$ cat src/rtl/sv_cosim_lane_narrower.sv
// rtl/sv_cosim_lane_narrower.sv - serial lane narrower with saturation, one lane per cycle
module sv_cosim_lane_narrower #(
  parameter int LANES  = 6,
  parameter int IN_W   = 8,
  parameter int OUT_W  = 4,
  parameter int STRIDE = 12
) (
  input  logic                   clk,
  input  logic                   rst_n,
  input  logic                   in_valid,
  output logic                   in_ready,
  input  logic [127:0]           in_data,
  input  logic                   in_mode,
  input  logic [LANES-1:0]       in_sign,
  output logic                   out_valid,
  input  logic                   out_ready,
  output logic [LANES*OUT_W-1:0] out_data,
  output logic [LANES-1:0]       out_sat
);

  localparam int CW = (LANES > 1) ? $clog2(LANES) : 1;
  localparam logic [CW-1:0] LAST = CW'(LANES - 1);
  localparam logic signed [IN_W:0] MAXV = (IN_W+1)'((1 << (OUT_W - 1)) - 1);
  localparam logic signed [IN_W:0] MINV = ~MAXV;

  typedef enum logic [1:0] {IDLE, RUN, DONE} state_t;

  state_t                 state;
  logic [CW-1:0]          cnt;
  logic [LANES*IN_W-1:0]  data_q;
  logic                   mode_q;
  logic [LANES-1:0]       sign_q;
  logic [LANES*IN_W-1:0]  lanes_in;
  logic [OUT_W:0]         lane_res;
  logic                   unused_gap;

  // Gap bits between lanes are never stored; only the lane fields are captured.
  for (genvar k = 0; k < LANES; k++) begin : g_lane
    assign lanes_in[k*IN_W +: IN_W] = in_data[STRIDE*k +: IN_W];
  end
  assign unused_gap = ^in_data;

  // Returns {sat, value}; widened by one bit so negating 255 or comparing cannot wrap.
  function automatic logic [OUT_W:0] narrow(input logic [IN_W-1:0] raw,
                                            input logic mode,
                                            input logic sgn);
    logic signed [IN_W:0] v;
    if (!mode)
      v = $signed({raw[IN_W-1], raw});
    else if (sgn)
      v = -$signed({1'b0, raw});
    else
      v = $signed({1'b0, raw});
    if (v > MAXV)
      return {1'b1, MAXV[OUT_W-1:0]};
    else if (v < MINV)
      return {1'b1, MINV[OUT_W-1:0]};
    else
      return {1'b0, v[OUT_W-1:0]};
  endfunction

  always_comb begin
    lane_res = narrow(data_q[cnt*IN_W +: IN_W], mode_q, sign_q[cnt]);
  end

  always_ff @(posedge clk or negedge rst_n) begin
    if (!rst_n) begin
      state     <= IDLE;
      cnt       <= '0;
      in_ready  <= 1'b1;
      out_valid <= 1'b0;
      out_data  <= '0;
      out_sat   <= '0;
      data_q    <= '0;
      mode_q    <= 1'b0;
      sign_q    <= '0;
    end else begin
      case (state)
        IDLE: begin
          if (in_valid) begin
            data_q   <= lanes_in;
            mode_q   <= in_mode;
            sign_q   <= in_sign;
            out_data <= '0;
            out_sat  <= '0;
            cnt      <= '0;
            in_ready <= 1'b0;
            state    <= RUN;
          end
        end
        RUN: begin
          out_data[cnt*OUT_W +: OUT_W] <= lane_res[OUT_W-1:0];
          out_sat[cnt]                 <= lane_res[OUT_W];
          if (cnt == LAST) begin
            cnt       <= '0;
            out_valid <= 1'b1;
            state     <= DONE;
          end else begin
            cnt <= cnt + 1'b1;
          end
        end
        DONE: begin
          if (out_ready) begin
            out_valid <= 1'b0;
            in_ready  <= 1'b1;
            state     <= IDLE;
          end
        end
        default: begin
          state <= IDLE;
        end
      endcase
    end
  end

endmodule

$ cat config.mk
export PLATFORM = sky130hd
export DESIGN_NAME = sv_cosim_lane_narrower
export DESIGN_NICKNAME = d
export VERILOG_FILES = /design/src/rtl/sv_cosim_lane_narrower.sv
export SDC_FILE = /design/constraint.sdc
export NUM_CORES = 1
export LEC_CHECK = 0
export ABC_AREA = 0
export BUFFER_PORTS_ARGS = -buffer_cell sky130_fd_sc_hd__buf_2
export CAP_MARGIN = 20
export CORE_MARGIN = 5
export CORE_UTILIZATION = 40
export DETAILED_ROUTE_END_ITERATION = 12
export PLACE_DENSITY = 0.75
export SETUP_SLACK_MARGIN = 0.02
export SLEW_MARGIN = 0
export SYNTH_ARGS = -nofsm -noshare
export SYNTH_HDL_FRONTEND = slang
export SYNTH_SLANG_ARGS = --single-unit
$ cat constraint.sdc
create_clock -name clk -period 5.55 [get_ports clk]
set_input_delay 1.3875 -clock clk [delete_from_list [all_inputs] [get_ports clk]]
set_output_delay 1.3875 -clock clk [all_outputs]
set_load 0.005 [all_outputs]
After elaboration in Yosys (flattened, before gate mapping):

Index checks and enable logic that the tools add are counted.

* order comparisons: 4
* muxes and demuxes: 27
* shifts and indexed selects: 3
* equality and inequality tests: 6
* add/sub/neg operators: 3
* reduce and logical (&&, ||, !) cells: 10

Operators with widths (number)
* one-hot mux 24 bit (2 select lines): 1
* variable part select 48 x 7 -> 8 bit: 1
* negator 5 -> 34 bit: 1
* variable shift 4 x 34 -> 24 bit, first input constant: 1
* variable part select 4 x 34 -> 24 bit: 1
* bitwise mux 24 bit: 1
* 2-to-1 mux 24 bit: 1
* 2-to-1 mux 9 bit: 2
* one-hot mux 6 bit (2 select lines): 1
* 2-to-1 mux 5 bit: 2
* > comparator 9 x 4 -> 1 bit, second input constant: 1
* < comparator 9 x 4 -> 1 bit, second input constant: 1
* negator 8 -> 9 bit: 1
* AND reduction 3 bit: 3
* bitwise mux 6 bit: 1
* 2-to-1 mux 1 bit: 6
* 2-to-1 mux 2 bit: 3
* 2-to-1 mux 3 bit: 2
* 2-to-1 mux 6 bit: 1
* != test 2 bit, second input constant: 3
* one-hot mux 2 bit (3 select lines): 1
* one-hot mux 3 bit (2 select lines): 1
* nonzero test 2 bit: 3
* < comparator 3 x 4 -> 1 bit, second input constant: 1
* other kinds (11): 13

* flip-flop bits (word level): 92
* input bits: 139
* output and inout bits: 32
* word-level logic and storage cells: 62

Depth between registers and ports, before layout:

Gate-level depths: netlist of the first run.

* word-level depth: 10
* mapped depth: 14
* mapped depth without buffers: 11

Worst setup path after synthesis of the first run:

OpenSTA, ideal clock, no wires.

* path type: reg2reg
* from: register cnt[0]
* to: register out_data[16]
* data required time: 5.430 ns
* stages on the path, launching flop included: 14
* arrival time: 3.214 ns
* clock period less this slack: 3.334 ns
* slack: 2.216 ns
* library setup time: 0.120 ns
* buffers on the path: 3
* cell sequence: dfrtp_1 buf_2 buf_2 mux2_2 a31oi_1 ha_1 inv_1 nor3_1 a21oi_1 xnor2_1 or3_1 buf_2 o2bb2ai_1 a31o_2

* longest elaborated chain between the ends: 10
* elaborated cells between the ends (all ways): 15
* classes of those cells: 2 x add/sub; 2 x order compare; 3 x shift; 8 x mux

Ends and longest elaborated chain
* start, declared: line 29 `logic [CW-1:0] cnt;`
* start signal, assigned: line 99 `cnt <= cnt + 1'b1;`
* variable part select 48 x 7 -> 8 bit or binary-select mux 1 bit (select 3 bit) (tied branches): line 63 `lane_res = narrow(data_q[cnt*IN_W +: IN_W], mode_q, sign_q[cnt]);`
* negator 8 -> 9 bit or 2-to-1 mux 1 bit (tied branches): line 51, 63
* 2-to-1 mux 9 bit: line 50 `else if (sgn)`
* 2-to-1 mux 9 bit: line 48 `if (!mode)`
* < comparator 9 x 4 -> 1 bit: line 56 `else if (v < MINV)`
* 2-to-1 mux 5 bit: line 56
* 2-to-1 mux 5 bit: line 54 `if (v > MAXV)`
* variable part select 4 x 34 -> 24 bit: line 92 `out_data[cnt*OUT_W +: OUT_W] <= lane_res[OUT_W-1:0];`
* bitwise mux 24 bit (*): line 92
* one-hot mux 24 bit (2 select lines) (*): line 78 `case (state)`
* end signal, assigned by index: line 92
* end, declared: line 17 `output logic [LANES*OUT_W-1:0] out_data,`

Every way passes the cells marked *; elsewhere a longest branch is shown, timed or not. The select of a mux whose other input is x is not followed.
A chain may end at the register's enable or synchronous reset.

Worst setup path in the final report of the first run:

* from: register cnt[0]
* to: register out_data[13]

The elaborated chain is that of the path after synthesis.

==> reports/metrics.yaml, run 1 <==
dpl_cell_area_mm2: 0.00512
fin_hold_ws_ns: 0.470
grt_max_degree: 93
drt-wirelength-per-cell_um: 15.8
initial_utilization_pct: 40.4
post-route-util_pct: 48.4
syn-cell-area_mm2: 0.00457
avgViaCountPerCell: 5.28
seqPwrFrac_pct: 33.4
dieArea_mm2: 0.0137
cp-end-kind: "flip-flop"
grt_pass1_vias: 3970
p_leak_nw: 2.81
syn_to_final_growth_pct: 19.9
crit_path_max_fanout: 28
ir_drop_mv: 0.251
cts_made_buffers: 9
yosysSeqAreaShare_pct: 50.4
cts_setup_buffers: 0
rows: 39
io-pin-count: 171
tightest_slew_ns: 0.900
p_comb_share_pct: 47.2
async_flop_share_pct: 100
hold_end: "data_q[28]"
cts_tree: "done"
switching_share_pct: 43.1
fin_tns_setup_ns: 0
postCtsHoldBufs: 0
synthesis.nets: 656
fillers: 1120
r2r_cells: 11
power.density_mw_per_mm2: 638
reg2reg_slack_ns: 1.36
setup_violations: 0
p_int_mw: 1.99
crit_path_start_kind: "flip-flop"
portBuffers: 90
worstHoldPathCells: 2
hold_path_startpoint: "data_q[28]"
core-area_mm2: 0.0113
total_power_mw: 3.50
final.period_utilization_pct: 75.6
post-place-ws_ns: 1.43
fin_nets: 736
final_max_slew_viol_count: 0
yosysWarningCount: 0
switchingPower_mw: 1.51
fin_ws_ns: 1.36
grt.total_usage_pct: 17.5
cts-root-buf: "clkbuf_16"
postCtsResizedCells: 0
htreeDepth: 3
final_common_cell: "nand2_1"
yosys.area.top_type: "dfrtp_1"
insertion_delay_ns: 0.35
antenna_found_initial: 0
mostFrequentLayoutCells: "190 x nand2_1, 91 x dfrtp_1, 89 x buf_2"
worstPathArrival_ns: 4.40
cts.path.max_buffers: 2
clkTransAtPathRegs_ns: 0.07
synthTopCellsByArea: "dfrtp_1 50%, nand2_1 16%, o21ai_0 3.0%"
firstDrtPassIters: 5
final_area_mm2: 0.00548
yosysTopAreaCellShare_pct: 49.8
clkPwrFrac_pct: 19.4
via_count: 3900
dp.cells: 721
drt_iter0_drc: 287
dieWidth_um: 117
synthCells: 510
place_congestion: 0.904
maxSlewHeadroom_pct: 40.0
wl_um: 11700
max_freq_mhz: 238
dp_hpwl_um: 8380
fp.dieH_um: 117
synth_edf_count: 0
r2r-start: "cnt[0]"
route.detailed.drc: 0
final_antenna_net_count: 0
hold_class: "reg2reg"
clkSinkCount: 92
grt-ovfl-total: 0
synth-main-ff-cell: "dfrtp_1"
startpoint: "cnt[0]"
final_cells: 738
synth_cell_types: 67
drive_gt1_share_pct: 22.5
finalClockSkew_ns: 0.0123
hold_viol_final: 0
diodes: 0
path_class: "reg2reg"
r2r-end: "out_data[13]"
grt_pass1_wl_um: 19000
rsz0062_at_grt: "false"
avgSynthCellArea_um2: 8.97
crit_required_ns: 5.76
status: "completed"
maxCapViolCount: 0
synth-seq-cells: 92
finalCriticalPeriod_ns: 4.19
## worst max-delay path by stage
stage                        end  slack (ns)  depth (start not counted)
finish              out_data[13]        1.36                         11
floorplan           out_data[16]        2.22                         13
CTS                  out_data[4]        1.39                         11
global placement     out_data[6]        1.52                         11
global route        out_data[13]        1.04                         11
detailed placement   out_data[6]        1.43                         11
## cell type report
cell class	count	area, um^2	area share (%)
clock buffers	10	239	4.36
clock inverters	6	93.8	1.71
inverters	10	37.5	0.685
multi-input cells	380	2100	38.4
flip-flops and latches	92	2300	42.0
well taps	143	179	3.26
repair buffers	97	526	9.58
## worst max-delay path, cell delays in order (launching register included)
cell,delay [ns]
dfrtp_1,0.93
mux2i_1,0.34
o22ai_1,0.11
a31oi_1,0.50
ha_1,0.35
inv_1,0.07
nor3_1,0.30
a21oi_1,0.13
xnor2_1,0.21
or3_1,0.50
o21ai_1,0.43
o21ai_0,0.17
## state kept, by name, summed over array words and instances (netlist names)
signal	cells
out_valid	1
state	2
out_data	24
out_sat	6
cnt	3
sign_q	6
mode_q	1
data_q	48
in_ready	1
## synthesized netlist by cell type, drive strengths merged (2+ instances only)
master,number
a21oi,16
xnor2,2
ha,7
o211ai,4
nand3,16
and3,3
nor3b,3
or4,3
mux2i,10
mux2,7
nor2b,2
a31o,2
or3,4
a31oi,6
o32ai,2
o22ai,2
nor3,6
nor4bb,3
and4b,2
o41ai,2
clkbuf,17
nand2,191
o21ai,32
a22o,4
nand3b,2
dfrtp,91
o31ai,4
and4,3
inv,9
nor2,12
nand2b,5
a211oi,3
o2bb2ai,2
a41o,3
buf,11
## per-layer routing
layer | vias up | global-route usage [%] | share of wire, %
li1 | 1907 | - | -
met1 | 1844 | 24.0 | 45
met2 | 134 | 28.2 | 48
met3 | 15 | 3.50 | 5.4
met4 | 0 | 5.58 | 1.8
met5 | - | 0 | 0
## power by group through the flow
| stage | Sequential, mW | Clock (mW) | Combinational, mW |
|---|---|---|---|
| global placement | 1.16 | 0 | 1.57 |
| global route | 1.21 | 0.716 | 1.84 |
| finish | 1.17 | 0.679 | 1.65 |
| detailed placement | 1.18 | 0 | 1.63 |
| CTS | 1.17 | 0.688 | 1.65 |
| floorplan | 1.10 | 0 | 1.24 |
## kinds of logic after synthesis
family          share of synthesized area, %
xor+xnor                               0.739
simple gates                            24.9
compound gates                          13.8
buf+inv                                 3.80
flops                                   50.4
fa+ha+maj                               1.91
mux                                     4.49
(Power assumes the default switching activity.)
==> inputs of run 2 (changes only) <==
Settings changed: PLACE_DENSITY 0.75 to 0.78.
Clock period 5.55 ns to 3.71 ns, I/O delays scaled along.
==> run 2 against run 1 <==
Net effect:
- via count is 1.3% higher
- sequential share of layout area is 0.23 points lower
- clock power is 29% higher
- largest cell class unchanged
- critical endpoint is now out_data[16]
- clock-buffer cell count is 1 lower
- die area stayed put
- combinational power is 62% higher
- sequential cell count stayed put
- non-clock buffer count is 10 higher
==> reports/metrics.yaml, run 2 (synthesis gave the netlist of run 1 again) <==
crit_path_max_incr_delay_ns: 0.54  # was 0.93 ns
final_antenna_net_count: 0  # unchanged
clkPwrFrac_pct: 16.6  # was 19.4%
grt.total_usage_pct: 17.3  # was 17.5%
cts_made_buffers: 9  # unchanged
hold_class: "reg2reg"  # unchanged
worstPathArrival_ns: 3.67  # was 4.40 ns
dieWidth_um: 117  # unchanged
io-pin-count: 171  # unchanged
fin_tns_setup_ns: 0  # unchanged
largest_registers: "data_q: 48 flops, out_data: 24 flops"  # unchanged
final_cells: 748  # was 738
portBuffers: 90  # unchanged
htreeDepth: 3  # unchanged
drt-wirelength-per-cell_um: 15.5  # was 15.8 um
path_cells: "buf_12 -> and4b_1 -> a31o_2 -> a211oi_2 -> ha_1 -> inv_1 -> nor3_1 -> a21oi_1 -> xnor2_1 -> or3_1 -> o2bb2ai_1 -> a31o_2"  # was mux2i_1 -> o22ai_1 -> a31oi_1 -> ha_1 -> inv_1 -> nor3_1 -> a21oi_1 -> xnor2_1 -> or3_1 -> o21ai_1 -> o21ai_0
power.density_mw_per_mm2: 954  # was 638 mW/mm^2
finalCriticalPeriod_ns: 3.44  # was 4.19 ns
core-area_mm2: 0.0113  # unchanged
crit_path_max_fanout: 24  # was 28
switchingPower_mw: 2.32  # was 1.51 mW
crit_cells: 12  # was 11
final.period_utilization_pct: 92.8  # was 75.6%
r2r-start: "cnt[2]"  # was cnt[0]
hold_viol_final: 0  # unchanged
diodes: 0  # unchanged
cp_common_cell: "a31o_2"
fp.dieH_um: 117  # unchanged
cts.path.max_buffers: 2  # unchanged
initial_utilization_pct: 40.4  # unchanged
drive_gt1_share_pct: 24.3  # was 22.5%
grt_pass1_wl_um: 18700  # was 19,000 um
hold_path_startpoint: "data_q[4]"  # was data_q[28]
final_area_mm2: 0.00552  # was 0.00548 mm^2
p_comb_share_pct: 51.0  # was 47.2%
clkTransAtPathRegs_ns: 0.07  # about the same
p_int_mw: 2.94  # was 1.99 mW
antenna_found_initial: 0  # unchanged
status: "completed"  # unchanged
crit_slowest_cell: "or3_1"  # was dfrtp_1
rows: 39  # unchanged
dp_hpwl_um: 8700  # was 8380 um
worstHoldPathCells: 2  # unchanged
via_count: 3952  # was 3,900
fillers: 1090  # was 1,120
max_freq_mhz: 291  # was 238 MHz
top_register: "data_q"  # unchanged
place_congestion: 0.892  # was 0.904
rsz0062_at_grt: "false"  # unchanged
post-route-util_pct: 48.7  # was 48.4%
mostFrequentLayoutCells: "190 x nand2_1, 90 x dfrtp_1, 89 x buf_2"  # was 190 x nand2_1, 91 x dfrtp_1, 89 x buf_2
cp.buffers_inverters: 2  # was 1
route.detailed.drc: 0  # unchanged
final_max_slew_viol_count: 0  # unchanged
setup_violations: 0  # unchanged
largest_register_ff_count: 48  # unchanged
maxCapViolCount: 0  # unchanged
grt_pass1_vias: 3841  # was 3,970
seqPwrFrac_pct: 32.5  # was 33.4%
grt-ovfl-total: 0  # unchanged
ir_drop_mv: 0.430  # was 0.251 mV
cts_tree: "done"  # unchanged
grt_max_degree: 72  # was 93
crit_family: "compound AO/OA/AOI/OAI gates"  # unchanged
final_common_cell: "nand2_1"  # unchanged
syn_to_final_growth_pct: 20.6  # was 19.9%
postCtsHoldBufs: 0  # unchanged
drt_iter0_drc: 294  # was 287
crit_path_start_kind: "flip-flop"  # unchanged
crit_required_ns: 3.94  # was 5.76 ns
r2r_cells: 12  # was 11
switching_share_pct: 44.1  # was 43.1%
cp-end-kind: "flip-flop"  # unchanged
firstDrtPassIters: 7  # was 5
total_power_mw: 5.26  # was 3.50 mW
avgViaCountPerCell: 5.28  # about the same
p_leak_nw: 2.84  # was 2.81 nW
dieArea_mm2: 0.0137  # unchanged
clkSinkCount: 92  # unchanged
path_class: "reg2reg"  # unchanged
insertion_delay_ns: 0.34  # was 0.35 ns
dp.cells: 732  # was 721
wl_um: 11600  # was 11,700 um
finalClockSkew_ns: 0.00753  # was 0.0123 ns
maxSlewHeadroom_pct: 41.0  # was 40.0%
tightest_slew_ns: 0.885  # was 0.900 ns
dpl_cell_area_mm2: 0.00522  # was 0.00512 mm^2
cts-root-buf: "clkbuf_16"  # unchanged
startpoint: "cnt[2]"  # was cnt[0]
fin_nets: 746  # was 736
-- run 2: through the flow --
step / hold slack (ns) / worst slack, ns
4_1_cts: 0.474 / 0.160
3_5_place_dp: 0.458 / 0.190
5_1_grt: 0.492 / 0.0558
2_1_floorplan: 0.437 / 0.376
6_report: 0.471 / 0.269
3_3_place_gp: 0.452 / 0.269
-- run 2: worst min-delay path: stages, from the launching register on --
cell and delay, ns:
dfrtp_1 0.34, nand2_1 0.05, nand2_1 0.05
-- run 2: per-layer routing --
| layer | share of wire, % | global-route usage, % | vias up |
|---|---|---|---|
| met5 | 0 | 0 | - |
| li1 | - | - | 1922 |
| met1 | 43 | 22.6 | 1873 |
| met3 | 6.7 | 4.27 | 15 |
| met4 | 1.7 | 4.05 | 0 |
| met2 | 48 | 29.3 | 142 |
-- run 2: final timing paths --
kind | to | slack (ns)
max in group asynchronous | data_q[40] | 2.29
hold reg to reg | data_q[4] | 0.47
setup reg to reg | out_data[16] | 0.27
hold / removal | data_q[4] | 0.47
min in group asynchronous | out_data[21] | 0.70
setup / recovery | out_data[16] | 0.27
-- run 2: final cells by class --
| type | count | area, um^2 | area share [%] |
|---|---|---|---|
| clock buffer | 9 | 225 | 4.08 |
| clock inverter | 7 | 56.3 | 1.02 |
| inverter | 10 | 37.5 | 0.680 |
| multi-input combinational | 380 | 2120 | 38.4 |
| sequential | 92 | 2300 | 41.8 |
| tap | 143 | 179 | 3.24 |
| timing repair buffer | 107 | 593 | 10.8 |
-- run 2: power groups by stage --
stage,registers [mW],clock network (mW),logic (mW)
floorplan,1.65,0,1.86
detailed placement,1.73,0,2.61
global route,1.76,0.936,2.96
finish,1.71,0.873,2.68
CTS,1.71,0.890,2.62
global placement,1.70,0,2.49
-- run 2: what timing repair did --
item / CTS / global route
buffers inserted: 0 / 0
endpoints found under the setup margin: 0 / 18
resized for setup: 0 / 4
